<file path="src/rtl/crc_pkg.sv">
// Shared definitions for the x^3+1 (poly 1001) 7-bit CRC link: widths, FSM state type
// and the reference CRC function used by both transmit and receive sides.
package crc_pkg;

  localparam int unsigned DATA_W = 7;
  localparam int unsigned CRC_W  = 3;
  localparam int unsigned CW_W   = 10;
  localparam logic [3:0]  POLY   = 4'b1001;

  typedef enum logic [1:0] {StIdle, StSend, StGap} state_e;

  function automatic logic [CRC_W-1:0] crc_calc(input logic [DATA_W-1:0] data);
    logic [CRC_W-1:0] crc;
    crc[0] = data[0] ^ data[3] ^ data[6];
    crc[1] = data[1] ^ data[4];
    crc[2] = data[2] ^ data[5];
    return crc;
  endfunction

endpackage

</file>
<file path="src/rtl/crc_frame_tx_if.sv">
// Word-in / bit-out link bundle for crc_frame_tx: valid/ready word input and the
// serial codeword output with start/end-of-frame markers.
interface crc_frame_tx_if;
  import crc_pkg::*;

  logic              in_valid;
  logic [DATA_W-1:0] in_data;
  logic              in_ready;
  logic              ser_valid;
  logic              ser_data;
  logic              ser_sof;
  logic              ser_eof;
  logic              ser_ready;

  // Environment side: supplies words and consumes serial bits.
  modport master (
    output in_valid, in_data, ser_ready,
    input  in_ready, ser_valid, ser_data, ser_sof, ser_eof
  );

  // Transmitter side.
  modport slave (
    input  in_valid, in_data, ser_ready,
    output in_ready, ser_valid, ser_data, ser_sof, ser_eof
  );

endinterface

</file>
<file path="src/rtl/crc_p1001_calc.sv">
// Combinational 7-to-3 CRC for polynomial x^3+1.
module crc_p1001_calc
  import crc_pkg::*;
(
  input  logic [DATA_W-1:0] data,
  output logic [CRC_W-1:0]  crc
);

  assign crc = crc_calc(data);

endmodule

</file>
<file path="src/rtl/crc_frame_tx.sv">
// Serializes {crc, data} codewords LSB-first with backpressure and optional inter-frame gap.
// Define CRC_ERR_INJECT_EN to add the err_inject port that corrupts crc[0] on acceptance.
module crc_frame_tx
  import crc_pkg::*;
#(
  parameter int unsigned GAP_CYCLES = 0,
  parameter int unsigned CNT_W      = 16
) (
  input  logic                 clk,
  input  logic                 rst,
`ifdef CRC_ERR_INJECT_EN
  input  logic                 err_inject,
`endif
  crc_frame_tx_if.slave        bus,
  output logic [CNT_W-1:0]     frames_sent
);

  localparam int unsigned GapW = (GAP_CYCLES > 0) ? $clog2(GAP_CYCLES + 1) : 1;
  localparam logic [GapW-1:0] GapLast = GapW'((GAP_CYCLES > 0) ? GAP_CYCLES - 1 : 0);

  logic [CRC_W-1:0] crc;
  logic             inj;
  logic [CW_W-1:0]  cw;

  state_e           state_q;
  logic [CW_W-1:0]  shreg_q;
  logic [3:0]       idx_q;
  logic [GapW-1:0]  gap_cnt_q;
  logic [CNT_W-1:0] frames_q;
  logic             in_ready_q;
  logic             ser_valid_q;
  logic             ser_data_q;
  logic             ser_sof_q;
  logic             ser_eof_q;

  crc_p1001_calc u_crc (
    .data (bus.in_data),
    .crc  (crc)
  );

`ifdef CRC_ERR_INJECT_EN
  assign inj = err_inject;
`else
  assign inj = 1'b0;
`endif

  assign cw = {crc[2:1], crc[0] ^ inj, bus.in_data};

  always_ff @(posedge clk or posedge rst) begin
    if (rst) begin
      state_q     <= StIdle;
      shreg_q     <= '0;
      idx_q       <= '0;
      gap_cnt_q   <= '0;
      frames_q    <= '0;
      in_ready_q  <= 1'b0;
      ser_valid_q <= 1'b0;
      ser_data_q  <= 1'b0;
      ser_sof_q   <= 1'b0;
      ser_eof_q   <= 1'b0;
    end else begin
      unique case (state_q)
        StIdle: begin
          in_ready_q <= 1'b1;
          if (bus.in_valid && in_ready_q) begin
            shreg_q     <= cw;
            idx_q       <= '0;
            in_ready_q  <= 1'b0;
            ser_valid_q <= 1'b1;
            ser_data_q  <= cw[0];
            ser_sof_q   <= 1'b1;
            ser_eof_q   <= 1'b0;
            state_q     <= StSend;
          end
        end
        StSend: begin
          // Outputs only move on a handshake so a stalled bit stays put.
          if (bus.ser_ready) begin
            shreg_q <= shreg_q >> 1;
            if (idx_q == 4'd9) begin
              frames_q    <= frames_q + CNT_W'(1);
              ser_valid_q <= 1'b0;
              ser_data_q  <= 1'b0;
              ser_sof_q   <= 1'b0;
              ser_eof_q   <= 1'b0;
              gap_cnt_q   <= '0;
              if (GAP_CYCLES > 0) begin
                state_q <= StGap;
              end else begin
                in_ready_q <= 1'b1;
                state_q    <= StIdle;
              end
            end else begin
              idx_q      <= idx_q + 4'd1;
              ser_data_q <= shreg_q[1];
              ser_sof_q  <= 1'b0;
              ser_eof_q  <= (idx_q == 4'd8);
            end
          end
        end
        StGap: begin
          if (gap_cnt_q == GapLast) begin
            in_ready_q <= 1'b1;
            state_q    <= StIdle;
          end else begin
            gap_cnt_q <= gap_cnt_q + GapW'(1);
          end
        end
        default: state_q <= StIdle;
      endcase
    end
  end

  assign bus.in_ready  = in_ready_q;
  assign bus.ser_valid = ser_valid_q;
  assign bus.ser_data  = ser_data_q;
  assign bus.ser_sof   = ser_sof_q;
  assign bus.ser_eof   = ser_eof_q;
  assign frames_sent   = frames_q;

endmodule
</file>
<file path="src/flat_wrapper.sv">
// flat-port wrapper written by rule: the top's interface ports become plain ports
module crc_frame_tx_flat import crc_pkg::*;
#(
  parameter int unsigned GAP_CYCLES = 0,
  parameter int unsigned CNT_W      = 16
)
  (clk, rst, frames_sent, bus_in_valid, bus_in_data, bus_ser_ready, bus_in_ready, bus_ser_valid, bus_ser_data, bus_ser_sof, bus_ser_eof);
  crc_frame_tx_if bus_i ();
  input  logic clk;
  input  logic rst;
  output logic [CNT_W-1:0] frames_sent;
  input wire logic [$bits(bus_i.in_valid)-1:0] bus_in_valid;
  input wire logic [$bits(bus_i.in_data)-1:0] bus_in_data;
  input wire logic [$bits(bus_i.ser_ready)-1:0] bus_ser_ready;
  output wire logic [$bits(bus_i.in_ready)-1:0] bus_in_ready;
  output wire logic [$bits(bus_i.ser_valid)-1:0] bus_ser_valid;
  output wire logic [$bits(bus_i.ser_data)-1:0] bus_ser_data;
  output wire logic [$bits(bus_i.ser_sof)-1:0] bus_ser_sof;
  output wire logic [$bits(bus_i.ser_eof)-1:0] bus_ser_eof;
  assign bus_i.in_valid = bus_in_valid;
  assign bus_i.in_data = bus_in_data;
  assign bus_i.ser_ready = bus_ser_ready;
  assign bus_in_ready = bus_i.in_ready;
  assign bus_ser_valid = bus_i.ser_valid;
  assign bus_ser_data = bus_i.ser_data;
  assign bus_ser_sof = bus_i.ser_sof;
  assign bus_ser_eof = bus_i.ser_eof;
  crc_frame_tx #(.GAP_CYCLES(GAP_CYCLES), .CNT_W(CNT_W)) u_core (.clk(clk), .rst(rst), .bus(bus_i), .frames_sent(frames_sent));
endmodule
</file>
<file path="config.mk">
export PLATFORM = sky130hd
export DESIGN_NAME = crc_frame_tx_flat
export DESIGN_NICKNAME = d
export VERILOG_FILES = /design/src/rtl/crc_pkg.sv /design/src/rtl/crc_frame_tx_if.sv /design/src/rtl/crc_p1001_calc.sv /design/src/rtl/crc_frame_tx.sv /design/src/flat_wrapper.sv
export SDC_FILE = /design/constraint.sdc
export NUM_CORES = 1
export LEC_CHECK = 0
export CAP_MARGIN = 20
export CORE_UTILIZATION = 54
export CTS_CLUSTER_DIAMETER = 50
export DETAILED_ROUTE_END_ITERATION = 12
export HOLD_SLACK_MARGIN = 0.12
export PLACE_DENSITY = 0.81
export SLEW_MARGIN = 20
export SYNTH_ARGS = -nofsm -noshare
export SYNTH_HDL_FRONTEND = slang
export SYNTH_SLANG_ARGS = --single-unit
</file>
<file path="constraint.sdc">
create_clock -name clk -period 3.9 [get_ports clk]
set_input_delay 0.975 -clock clk [delete_from_list [all_inputs] [get_ports clk]]
set_output_delay 0.975 -clock clk [all_outputs]
set_load 0.02 [all_outputs]
</file>
==> results.sh <==
export IMPL_grt_max_degree=35
export IMPL_rsz0062_at_grt="false"
export IMPL_syn_to_final_growth_pct=23.53
export IMPL_arrival_ps=1880
export IMPL_maxUsedRoutingLayer="met4"
export IMPL_worst_slack_ps=1046
export IMPL_path_delay_family="flip-flops"
export IMPL_firstDrtPassIters=8
export IMPL_grt_pass1_wl_um=5071
export IMPL_drc=4
export IMPL_endpoint="bus_ser_valid"
export IMPL_slew_violations=0
export IMPL_reg2reg_depth=4
export IMPL_syn_inst=153
export IMPL_status="finished, violations left"
export IMPL_drv_cap=0
export IMPL_holdBufCountCts=0
export IMPL_hpwlAfterDp_um=2119
export IMPL_worst_pin_slew_ps=726.7
export IMPL_critPathBufInv=1
export IMPL_fin_worst_skew_ps=4.686
export IMPL_dp_slack_ps=1255
export IMPL_netlist_area_leader_share_pct=52.47
export IMPL_timing_rr_end="u_core.idx_q[2]"
export IMPL_max_slew_margin_pct=51.56
export IMPL_drt_iter0_markers=29
export IMPL_overflow=0
export IMPL_cts_buffer_depth=2
export IMPL_cts_tree="yes"
export IMPL_yosys_warnings=0
export IMPL_gr_usage_all_layers_pct=21.16
export IMPL_numClockSinks=34
export IMPL_rows=19
export IMPL_drive_above_1_share_pct=6.452
export IMPL_synth_edf_count=0
export IMPL_insertedDiodeCount=0
export IMPL_wl_met1_um=1403
export IMPL_insertion_delay_ps=320
export IMPL_irDropWorstVdd_uv=370.2
export IMPL_cp_start_kind="flip-flop"
export IMPL_synth_nets=168
export IMPL_via_per_inst=5.576
export IMPL_dieArea_mm2=0.003226
export IMPL_violations="design-rule violations"
export IMPL_ys_async_sr_fraction_pct=100.0
export IMPL_hold_path_depth=1
export IMPL_io_pins=32
export IMPL_synth_most_common_cell="dfrtp_1"
export IMPL_seq_area_frac_synth_pct=52.47
export IMPL_syn_area_per_cell_um2=10.60
export IMPL_power_density_mw_per_mm2=577.0
export IMPL_cts_buffers_inserted=5
export IMPL_vias=1210
export IMPL_ys_flop_type="dfrtp_1"
export IMPL_wire_per_inst_um=13.86
export IMPL_crit_start="u_core.bus.ser_valid"
export IMPL_reg2reg_from="u_core.bus.ser_valid"
export IMPL_max_stage_delay_ps=820
export IMPL_port_buffers=31
export IMPL_cp_required_ps=2920
export IMPL_cts_setup_buffers=0
export IMPL_worstPathCellList="clkdlybuf4s50_1"
export IMPL_wl_met3_um=169
export IMPL_core_area_mm2=0.002805
export IMPL_antenna_found_initial=0
export IMPL_ant_nets=0
export IMPL_path_max_fanout=20
export IMPL_crit_cells=1
export IMPL_hold_viol_final=0
export IMPL_h_tree_depth=2
export IMPL_setup_viol=0
export IMPL_ctsResizeCount=0
export IMPL_ys_seq_elements=34
export IMPL_initial_core_util_pct=57.81
export IMPL_min_period_ps=2854
export IMPL_grt_pass1_vias=1146
export IMPL_routed_wirelength_um=3008
export IMPL_rrSetupSlack_ps=1790
export IMPL_yosys_top_cells_count="dfrtp_1 (34), nand2_1 (24), o21ai_0 (15), xnor2_1 (15), nand3_1 (11)"
export IMPL_fin_crit_sh_pct=73.18
export IMPL_post_synth_main_area_contributors="dfrtp_1 (52%), xnor2_1 (8.1%), nand2_1 (5.6%)"
export IMPL_netlist_area_mm2=0.001622
export IMPL_dieHeight_um=56.80
export IMPL_timing_setup_tns_ps=0
export IMPL_worstSetupPathType="reg2out"
export IMPL_die_w_um=56.80
export IMPL_cts_root_buf="clkbuf_4"
export IMPL_max_clock_freq_ghz=0.3504
export IMPL_end_kind="output pin"
export IMPL_nNetsFinal=202
export IMPL_ys_types=28
export IMPL_cp_slowest_cell="dfrtp_1"
export IMPL_gp_congestion=0.8263
export IMPL_synth_top_area_cell="dfrtp_1"
export IMPL_p_leak_nw=0.9128
export IMPL_path_clk_slew_ps=90
export IMPL_dr_wl_met2_um=1378
export IMPL_hold_class="reg2reg"
[how the worst min path moves through the flow]
stage	startpoint	to	slack, ps
6_report	u_core.frames_sent[15]	u_core.frames_sent[15]	480
3_5_place_dp	u_core.frames_sent[15]	u_core.frames_sent[15]	470
4_1_cts	u_core.frames_sent[15]	u_core.frames_sent[15]	480
3_3_place_gp	u_core.frames_sent[15]	u_core.frames_sent[15]	460
5_1_grt	u_core.frames_sent[15]	u_core.frames_sent[15]	490
2_1_floorplan	u_core.shreg_q[8]	u_core.shreg_q[8]	450
[routing by layer]
| metal | global-route usage, % | vias up |
|---|---|---|
| li1 | - | 588 |
| met1 | 28.94 | 571 |
| met2 | 30.95 | 42 |
| met3 | 5.300 | 9 |
| met4 | 11.50 | 0 |
| met5 | 0 | - |
[power by group]
| part | switching, mW | internal, mW |
|---|---|---|
| registers | 0.109 | 0.449 |
| clock network | 0.104 | 0.0812 |
| logic | 0.219 | 0.193 |
| total | 0.433 | 0.723 |
[kinds of logic (layout without fill, tap and decap cells)]
| logic type | Yosys count | count (layout) | share of synthesized area, % |
|---|---|---|---|
| AO/OA/AOI/OAI | 21 | 21 | 7.176 |
| multiplexers | 8 | 8 | 5.016 |
| flip-flops | 34 | 34 | 52.47 |
| adder cells (fa/ha/maj) | 4 | 4 | 3.087 |
| XOR/XNOR | 19 | 19 | 10.26 |
| buffers and inverters | 11 | 44 | 3.009 |
| AND/OR/NAND/NOR | 56 | 56 | 18.98 |
[cell type report]
cell class | instances | area [µm²]
sequential | 34 | 850.8
fill | 223 | 802.0
multi-input combinational | 108 | 721.9
timing repair buffer | 32 | 317.8
clock buffer | 6 | 51.30
tap | 31 | 38.79
inverter | 6 | 22.52
[cell usage in the layout (no fill, tap or decap), types with 5 or more instances in the layout]
cell type / synthesis / final
inv_1: 6 / 6
nand3_1: 11 / 11
clkdlybuf4s50_1: 0 / 31
nor2_1: 5 / 5
clkbuf_4: 0 / 5
xnor2_1: 15 / 15
mux2i_1: 7 / 7
o21ai_0: 15 / 15
nand2_1: 24 / 24
dfrtp_1: 34 / 34
[stage by stage]
step | area (µm²) | total power [mW] | std cells | utilization (%) | hold slack (ps)
floorplan | 1622 | 0.8309 | 153 | - | 449.2
finish | 2003 | 1.156 | 217 | 71.41 | 480.3
detailed placement | 1952 | 0.9756 | 211 | 69.58 | 467.4
global route | 2003 | 1.240 | 217 | 71.41 | 494.6
global placement | 1952 | 0.9494 | 211 | 69.58 | 461.1
CTS | 2003 | 1.166 | 217 | 71.41 | 480.7
[flip-flops by register name, indices dropped and copies added (netlist names)]
signal and flops:
u_core.idx_q 4, u_core.bus.ser_eof 1, u_core.frames_sent 16, u_core.bus.ser_sof 1
u_core.shreg_q 9, u_core.bus.in_ready 1, u_core.bus.ser_valid 1, u_core.bus.ser_data 1
Power figures use the tool's default switching activity.
